### config.mk
export PLATFORM = sky130hd
export DESIGN_NAME = div_seq
export DESIGN_NICKNAME = d
export VERILOG_FILES = /design/src/rtl/div_seq_pkg.sv /design/src/rtl/div_seq.sv
export SDC_FILE = /design/constraint.sdc
export NUM_CORES = 1
export LEC_CHECK = 0
export ABC_AREA = 1
export BUFFER_PORTS_ARGS = -buffer_cell sky130_fd_sc_hd__buf_4
export CAP_MARGIN = 20
export CORE_ASPECT_RATIO = 1.75
export CORE_MARGIN = 2
export CORE_UTILIZATION = 61
export DETAILED_ROUTE_END_ITERATION = 12
export GPL_TIMING_DRIVEN = 1
export HOLD_SLACK_MARGIN = 0.05
export PLACE_DENSITY = 0.81
export SLEW_MARGIN = 20
export SYNTH_ARGS = -nofsm -noshare
export SYNTH_HDL_FRONTEND = slang
export SYNTH_SLANG_ARGS = --single-unit
### constraint.sdc
create_clock -name clk -period 2.4 [get_ports clk]
set_input_delay 0.24 -clock clk [delete_from_list [all_inputs] [get_ports clk]]
set_output_delay 0.24 -clock clk [all_outputs]
set_load 0.1 [all_outputs]
### src/rtl/div_seq_pkg.sv
// Shared encodings for the sequential divider: FSM states and handshake levels.
package div_seq_pkg;

    typedef enum logic [1:0] {
        DIV_FREE   = 2'b00,
        DIV_BYZERO = 2'b01,
        DIV_ON     = 2'b10,
        DIV_END    = 2'b11
    } div_state_e;

    localparam logic DIV_START            = 1'b1;
    localparam logic DIV_STOP             = 1'b0;
    localparam logic DIV_RESULT_READY     = 1'b1;
    localparam logic DIV_RESULT_NOT_READY = 1'b0;

endpackage

### src/rtl/div_seq.sv
// Radix-2 restoring divider shared by EX: signed/unsigned DIV and MOD, one
// quotient bit per cycle, result returned as {remainder, quotient}.
module div_seq
    import div_seq_pkg::*;
#(
    parameter int WIDTH = 32,
    parameter int CNT_W = 6
) (
    input  logic               clk,
    input  logic               rst,
    input  logic               signed_div_i,
    input  logic [WIDTH-1:0]   opdata1_i,
    input  logic [WIDTH-1:0]   opdata2_i,
    input  logic               start_i,
    input  logic               annul_i,
    output logic [2*WIDTH-1:0] result_o,
    output logic               ready_o,
    output logic               busy_o
);

    div_state_e         state_q, state_d;
    logic [CNT_W-1:0]   cnt_q, cnt_d;
    logic [WIDTH-1:0]   dvd_q, dvd_d;
    logic [WIDTH-1:0]   dvs_q, dvs_d;
    logic [WIDTH:0]     rem_q, rem_d;
    logic [WIDTH-1:0]   quo_q, quo_d;
    logic               neg1_q, neg1_d, neg2_q, neg2_d, sgn_q, sgn_d;
    logic [2*WIDTH-1:0] res_q, res_d;
    logic [2*WIDTH-1:0] result_q, result_d;
    logic               ready_q, ready_d, busy_q, busy_d;

    logic [WIDTH:0]     shifted, trial;
    logic [WIDTH-1:0]   rem_fix, quo_fix;
    logic               last_iter;

    assign last_iter = (cnt_q == CNT_W'(WIDTH));

    always_ff @(posedge clk) begin
        if (rst) begin
            state_q  <= DIV_FREE;
            cnt_q    <= '0;
            dvd_q    <= '0;
            dvs_q    <= '0;
            rem_q    <= '0;
            quo_q    <= '0;
            neg1_q   <= 1'b0;
            neg2_q   <= 1'b0;
            sgn_q    <= 1'b0;
            res_q    <= '0;
            result_q <= '0;
            ready_q  <= DIV_RESULT_NOT_READY;
            busy_q   <= 1'b0;
        end else begin
            state_q  <= state_d;
            cnt_q    <= cnt_d;
            dvd_q    <= dvd_d;
            dvs_q    <= dvs_d;
            rem_q    <= rem_d;
            quo_q    <= quo_d;
            neg1_q   <= neg1_d;
            neg2_q   <= neg2_d;
            sgn_q    <= sgn_d;
            res_q    <= res_d;
            result_q <= result_d;
            ready_q  <= ready_d;
            busy_q   <= busy_d;
        end
    end

    // Annul wins over everything; start dropping mid-divide is ignored.
    always_comb begin
        state_d = state_q;
        if (annul_i) begin
            state_d = DIV_FREE;
        end else begin
            case (state_q)
                DIV_FREE:   if (start_i == DIV_START)
                                state_d = (opdata2_i == '0) ? DIV_BYZERO : DIV_ON;
                DIV_BYZERO: state_d = DIV_END;
                DIV_ON:     if (last_iter) state_d = DIV_END;
                DIV_END:    if (start_i == DIV_STOP) state_d = DIV_FREE;
                default:    state_d = DIV_FREE;
            endcase
        end
    end

    always_comb begin
        shifted = {rem_q[WIDTH-1:0], dvd_q[WIDTH-1]};
        trial   = shifted - {1'b0, dvs_q};
        quo_fix = (sgn_q && (neg1_q ^ neg2_q)) ? (~quo_q + 1'b1) : quo_q;
        rem_fix = (sgn_q && neg1_q) ? (~rem_q[WIDTH-1:0] + 1'b1) : rem_q[WIDTH-1:0];

        cnt_d  = cnt_q;
        dvd_d  = dvd_q;
        dvs_d  = dvs_q;
        rem_d  = rem_q;
        quo_d  = quo_q;
        neg1_d = neg1_q;
        neg2_d = neg2_q;
        sgn_d  = sgn_q;
        res_d  = res_q;

        if (!annul_i) begin
            case (state_q)
                DIV_FREE: if (start_i == DIV_START) begin
                    neg1_d = signed_div_i & opdata1_i[WIDTH-1];
                    neg2_d = signed_div_i & opdata2_i[WIDTH-1];
                    sgn_d  = signed_div_i;
                    dvd_d  = neg1_d ? (~opdata1_i + 1'b1) : opdata1_i;
                    dvs_d  = neg2_d ? (~opdata2_i + 1'b1) : opdata2_i;
                    rem_d  = '0;
                    quo_d  = '0;
                    cnt_d  = '0;
                    res_d  = '0;
                end
                DIV_BYZERO: res_d = '0;
                DIV_ON: begin
                    if (last_iter) begin
                        res_d = {rem_fix, quo_fix};
                    end else begin
                        // Borrow in the top bit means the trial went negative: restore.
                        rem_d = trial[WIDTH] ? shifted : trial;
                        quo_d = {quo_q[WIDTH-2:0], ~trial[WIDTH]};
                        dvd_d = {dvd_q[WIDTH-2:0], 1'b0};
                        cnt_d = cnt_q + 1'b1;
                    end
                end
                default: ;
            endcase
        end
    end

    // Outputs lag the state by one edge but drop on the same edge END is left.
    always_comb begin
        ready_d  = (state_q == DIV_END) && (state_d == DIV_END);
        result_d = ready_d ? res_q : '0;
        busy_d   = ((state_q == DIV_ON) || (state_q == DIV_BYZERO)) && !annul_i;
    end

    assign result_o = result_q;
    assign ready_o  = ready_q;
    assign busy_o   = busy_q;

endmodule

# Word level (Yosys, flattened, before mapping)
# Index checks and enable logic that the tools add are counted.
classes:
  n_addsub: 6
  eq_ne: 8
  mux: 26
  n_bitwise: 10
  reduce_logical: 14
ops:
  columns: ["cell", "n"]
  rows:
  - ["2-to-1 mux 32 bit", 11]
  - ["one-hot mux 32 bit (2 select lines)", 3]
  - ["one-hot mux 64 bit (3 select lines)", 1]
  - ["adder 32 x 1 -> 32 bit, second input constant", 4]
  - ["2-to-1 mux 64 bit", 2]
  - ["NOT 32 bit", 4]
  - ["subtractor 33 x 32 -> 33 bit", 1]
  - ["zero test 32 bit", 1]
  - ["2-to-1 mux 6 bit", 2]
  - ["one-hot mux 6 bit (2 select lines)", 1]
  - ["2-to-1 mux 2 bit", 5]
  - ["one-hot mux 2 bit (4 select lines)", 1]
  - ["AND reduction 4 bit", 2]
  - ["adder 6 x 1 -> 6 bit, second input constant", 1]
  - ["equality test 2 bit, second input constant", 3]
  - ["equality test 6 bit, second input constant", 1]
  - ["!= test 2 bit, second input constant", 3]
  - ["logical AND 1 bit", 4]
  - ["NOT 1 bit", 3]
  - ["AND reduction 3 bit", 1]
  - ["nonzero test 3 bit", 1]
  - ["bitwise AND 1 bit", 2]
  - ["equality test 2 x 1 -> 1 bit, second input constant", 1]
  - ["zero test 2 bit", 1]
  - ["5 further kinds", 5]
totals:
  regBits: 269
  in_bits: 69
  out_inout_bits: 66

# Longest topological paths before layout
logic_depth:
  ltp_word: 9
  mapped_depth: 19
  ltp_nobuf: 17

# Worst setup path before layout
# Ideal clock, no wire load.
synth_path:
  kind: "register -> register"
  start: "register dvd_q[31]"
  end: "register rem_q[24]"
  arrival_time_ps: 2075
  t_required_ps: 2267
  slack_ps: 191
  path_stages_with_launch: 18
  n_path_buf: 2
  period_less_slack_ps: 2209
  path_cell_list: "dfxtp_1 -> inv_1 -> ha_1 -> fa_1 -> inv_1 -> nand2_1 -> nand2_1 -> nand3_1 -> nand2_2 -> nand2_2 -> nand2_4 -> nand2_4 -> nand3_2 -> buf_4 -> buf_6 -> nand3_2 -> nand3_1 -> a21oi_2"
synth_via:
  elab_chain_cells: 4
synth_lines:
  columns: ["item", "line_no", "source"]
  rows:
  - ["from (decl)", "div_seq.sv:23", "logic [WIDTH-1:0] dvd_q, dvd_d;"]
  - ["from (signal assigned)", "div_seq.sv:56", "dvd_q <= dvd_d;"]
  - ["subtractor 33 x 32 -> 33 bit", "div_seq.sv:89", "trial = shifted - {1'b0, dvs_q};"]
  - ["2-to-1 mux 32 bit", "div_seq.sv:122", "rem_d = trial[WIDTH] ? shifted : trial;"]
  - ["2-to-1 mux 32 bit", "div_seq.sv:118", "if (last_iter) begin"]
  - ["one-hot mux 32 bit (2 select lines)", "div_seq.sv:104", "case (state_q)"]
  - ["to (signal assigned)", "div_seq.sv:58", "rem_q <= rem_d;"]
  - ["to (decl)", "div_seq.sv:25", "logic [WIDTH:0] rem_q, rem_d;"]
# No other way between the ends. The select of a mux whose other input is x is not followed.
# A chain may end at the register's enable or synchronous reset.

# Worst setup path in the final report
layout_path:
  start: "input opdata2_i[0]"
  end: "register result_q[15] (netlist: result_o[15])"
layout_via:
  elab_chain_cells: 9
layout_lines:
  columns: ["item", "line_no", "source"]
  rows:
  - ["from (decl)", "div_seq.sv:13", "input logic [WIDTH-1:0] opdata2_i,"]
  - ["zero test 32 bit", "div_seq.sv:78", "state_d = (opdata2_i == '0) ? DIV_BYZERO : DIV_ON;"]
  - ["2-to-1 mux 2 bit", "div_seq.sv:78", null]
  - ["2-to-1 mux 2 bit", "div_seq.sv:77", "DIV_FREE: if (start_i == DIV_START)"]
  - ["one-hot mux 2 bit (4 select lines)", "div_seq.sv:76", "case (state_q)"]
  - ["2-to-1 mux 2 bit", "div_seq.sv:73", "if (annul_i) begin"]
  - ["equality test 2 bit", "div_seq.sv:135", "ready_d = (state_q == DIV_END) && (state_d == DIV_END);"]
  - ["logical AND 1 bit", "div_seq.sv:135", null]
  - ["NOT 1 bit (no source line)", null, null]
  - ["OR reduction 2 bit (no source line)", null, null]
  - ["to (signal assigned)", "div_seq.sv:64", "result_q <= result_d;"]
  - ["to (decl)", "div_seq.sv:29", "logic [2*WIDTH-1:0] result_q, result_d;"]
# No other way between the ends.

==> results_dict.tcl <==
set metrics [dict create \
    outcome "completed" \
    maxSlewHeadroom_pct 41.9 \
    finalCriticalPeriod_ns 2.33 \
    layout.area.seq_mm2 0.00540 \
    min_path_type "primary input to flip-flop" \
    grt_max_degree 102 \
    viasPerCell 5.56 \
    worst_pin_slew_ns 0.864 \
    worst_path_max_delay_cell "dlygate4sd3_1" \
    wl_met1_um 17500 \
    synthArstFlopShare_pct 0 \
    cp_common_cell "nand3_4" \
    worstPathCellList "dlygate4sd3_1 > buf_4 > inv_2 > ha_4 > nand3_4 > nor2_4 > nand3_2 > inv_2 > nand3_4 > nor2_4 > nand3_2 > nand2_4 > nand3_4 > clkbuf_16 > nor3_2" \
    end_kind "flip-flop" \
    antenna_found_initial 0 \
    die-area_mm2 0.0281 \
    postLayoutSetupSlackWorst_ns 0.0681 \
    p_leak_nw 9.02 \
    seq_area_frac_synth_pct 33.0 \
    finalSetupViolCount 0 \
    grt_pass1_vias 15900 \
    clockRootBuffer "clkbuf_16" \
    cts.sinks 269 \
    wl_per_cell_um 16.2 \
    start_util_pct 61.6 \
    ios 135 \
    fin_skew_ns 0.0105 \
    numCtsBuffers 24 \
    place_hpwl_um 34500 \
    start_kind "primary input" \
    drt-initial-drc-count 1091 \
    crit_arrival_ns 2.79 \
    syn_nets 2621 \
    netlist_area_mm2 0.0163 \
    yosys.area_share.simple_pct 35.8 \
    finalCritPeriodShare_pct 97.2 \
    hold_violations 0 \
    n_antenna_cell 0 \
    gp_congestion 0.947 \
    crit_fanout 11 \
    ys_ff_latch 269 \
    drcViolationCount 0 \
    track_usage_pct 32.3 \
    synth_compound_area_share_pct 13.1 \
    maxCapViolCount 0 \
    topRoutingLayerUsed "met4" \
    synth-adder-area-share_pct 3.42 \
    synth_edf_count 0 \
    grt-ovfl-total 0 \
    grt_pass1_wl_um 74200 \
    synth_cell_types 52 \
    fillCellCount 2188 \
    synthMuxAreaShare_pct 0 \
    dr_wl_met2_um 26500 \
    fmax_ghz 0.429 \
    die_w_um 128 \
    drt_pre_antenna_iters 6 \
    wl_um 49100 \
    multi_input_area_mm2 0.00921 \
    final_cell_mix "699 x nand2_1, 372 x inv_1, 260 x dfxtp_1" \
    port_buffers 134 \
    slowest_delay_ns 0.55 \
    clock_path_buffers 3 \
    synth_ff_type "dfxtp_1" \
    p_per_area_mw_per_mm2 537 \
    syn_inst 2508 \
    finalSetupTns_ns 0 \
    required_ns 2.86 \
    final_common_cell "nand2_1" \
    dr_wl_met3_um 2030 \
    peakVddDrop_mv 0.467 \
    insertion_delay_ns 0.54 \
    areaGrowthSynthToFinish_pct 21.3 \
    num-nets-final 2808 \
    avgSynthCellArea_um2 6.51 \
    antenna_left 0 \
    drive_above_1_share_pct 16.5 \
    h-tree-depth 1 \
    num_rows 79 \
    report.final.slew_viol_count 0 \
    synth_xor_area_share_pct 2.52 \
    yosys_warnings 0 \
    cts_tree "yes" \
    synth_top_family_by_area "simple AND/OR/NAND/NOR gates" \
    coreArea_mm2 0.0265 \
    clkTransAtPathRegs_ns 0.07 \
    pre_cts_ws_ns -0.0541 \
    die_y_um 220 \
    vias 16900 \
    critical_path_class "primary input to flip-flop" \
]
-- final timing paths --
path	from	endpoint	slack (ns)	cells past startpoint
setup / recovery	opdata2_i[0]	result_o[15]	0.07	15
hold / removal	opdata1_i[31]	dvd_q[31]	0.05	3
setup reg to reg	dvd_q[31]	rem_q[27]	0.08	18
hold reg to reg	res_q[3]	result_o[3]	0.44	2
-- routing by layer --
| layer | global-route usage (%) | vias up |
|---|---|---|
| met2 | 63.8 | 626 |
| met1 | 32.9 | 7690 |
| met5 | 0 | - |
| met3 | 2.42 | 178 |
| li1 | - | 8394 |
| met4 | 18.3 | 0 |
-- power breakdown --
part / leakage (nW) / internal, mW / total, mW / switching, mW
Combinational: 6.42 / 0.651 / 1.79 / 1.14
Clock: 0.424 / 2.48 / 4.24 / 1.76
Sequential: 2.18 / 4.55 / 4.61 / 0.0526
-- state kept, by name, indices dropped and copies added (netlist names), 2 cells and up --
| register | flops |
|---|---|
| rem_q | 32 |
| dvs_q | 32 |
| result_o | 64 |
| state_q | 2 |
| dvd_q | 32 |
| cnt_q | 6 |
| quo_q | 32 |
| res_q | 64 |
-- critical path, delay by kind of cell --
| kind | cells | cell delay (ns) |
|---|---|---|
| AND/OR/NAND/NOR | 9 | 1.22 |
| buffers and inverters | 5 | 1.17 |
| adder cells (fa/ha/maj) | 1 | 0.14 |
-- cell type report --
class | instances | area share, %
multi-input combinational | 1751 | 46.5
clock buffer | 36 | 3.77
sequential | 269 | 27.3
timing repair buffer | 262 | 12.4
clock inverter | 8 | 0.645
inverter | 387 | 7.38
tap | 324 | 2.05
-- cells in the mapped netlist (5+ instances only) --
| library cell | n | share of area [%] |
|---|---|---|
| inv_2 | 8 | 0.18 |
| xor2_1 | 30 | 1.6 |
| nand2_1 | 706 | 16 |
| ha_1 | 43 | 3.3 |
| buf_6 | 10 | 0.69 |
| a21oi_1 | 203 | 6.2 |
| nor2_1 | 163 | 3.7 |
| nand3b_1 | 10 | 0.46 |
| buf_2 | 24 | 0.74 |
| nand4_1 | 36 | 1.4 |
| clkbuf_1 | 56 | 1.3 |
| o221ai_1 | 5 | 0.27 |
| a31oi_1 | 12 | 0.46 |
| or2_2 | 16 | 0.61 |
| dfxtp_1 | 269 | 33 |
| a22oi_1 | 23 | 1.1 |
| a21boi_0 | 9 | 0.41 |
| o211ai_1 | 12 | 0.55 |
| nand3_1 | 196 | 6.0 |
| nand2_2 | 6 | 0.23 |
| o21ai_1 | 8 | 0.25 |
| inv_1 | 376 | 8.6 |
| o21ai_0 | 71 | 2.2 |
| nand3_2 | 26 | 1.6 |
| xnor2_1 | 17 | 0.91 |
| a21oi_2 | 7 | 0.38 |
| nor3_1 | 52 | 1.6 |
| o21bai_1 | 5 | 0.23 |
| nor2_2 | 8 | 0.31 |
| nor3_2 | 45 | 2.8 |
| buf_4 | 6 | 0.28 |
-- what timing repair did --
item / 4_1_cts / 5_1_grt
setup endpoints to repair: 32 / 200
hold buffers: 34 / 0
pin swaps: 0 / 12
gates cloned: 0 / 13
buffers inserted: 0 / 9
endpoints found under the hold margin: 35 / 0
gates resized for setup: 6 / 66
-- kinds of logic (layout without fill, tap and decap cells) --
logic type	count (synthesis)	after routing
AOI/OAI and AO/OA	377	377
xor gates and xnor gates	47	47
adders and majority gates	44	44
buffers and inverters	489	693
DFF	269	269
and+or+nand+nor	1282	1283
-- stage by stage --
step	cell area (um2)	util (%)	std cells	power, mW	hold WS [ns]
finish	19800	74.7	3037	10.6	0.0535
detailed placement	18000	67.9	2937	6.33	0.430
global route	19800	74.7	3037	11.0	0.0524
global placement	18000	67.9	2937	6.30	0.421
floorplan	16300	-	2508	5.77	0.316
CTS	19200	72.5	3015	10.6	0.0524
(Power assumes the default switching activity.)
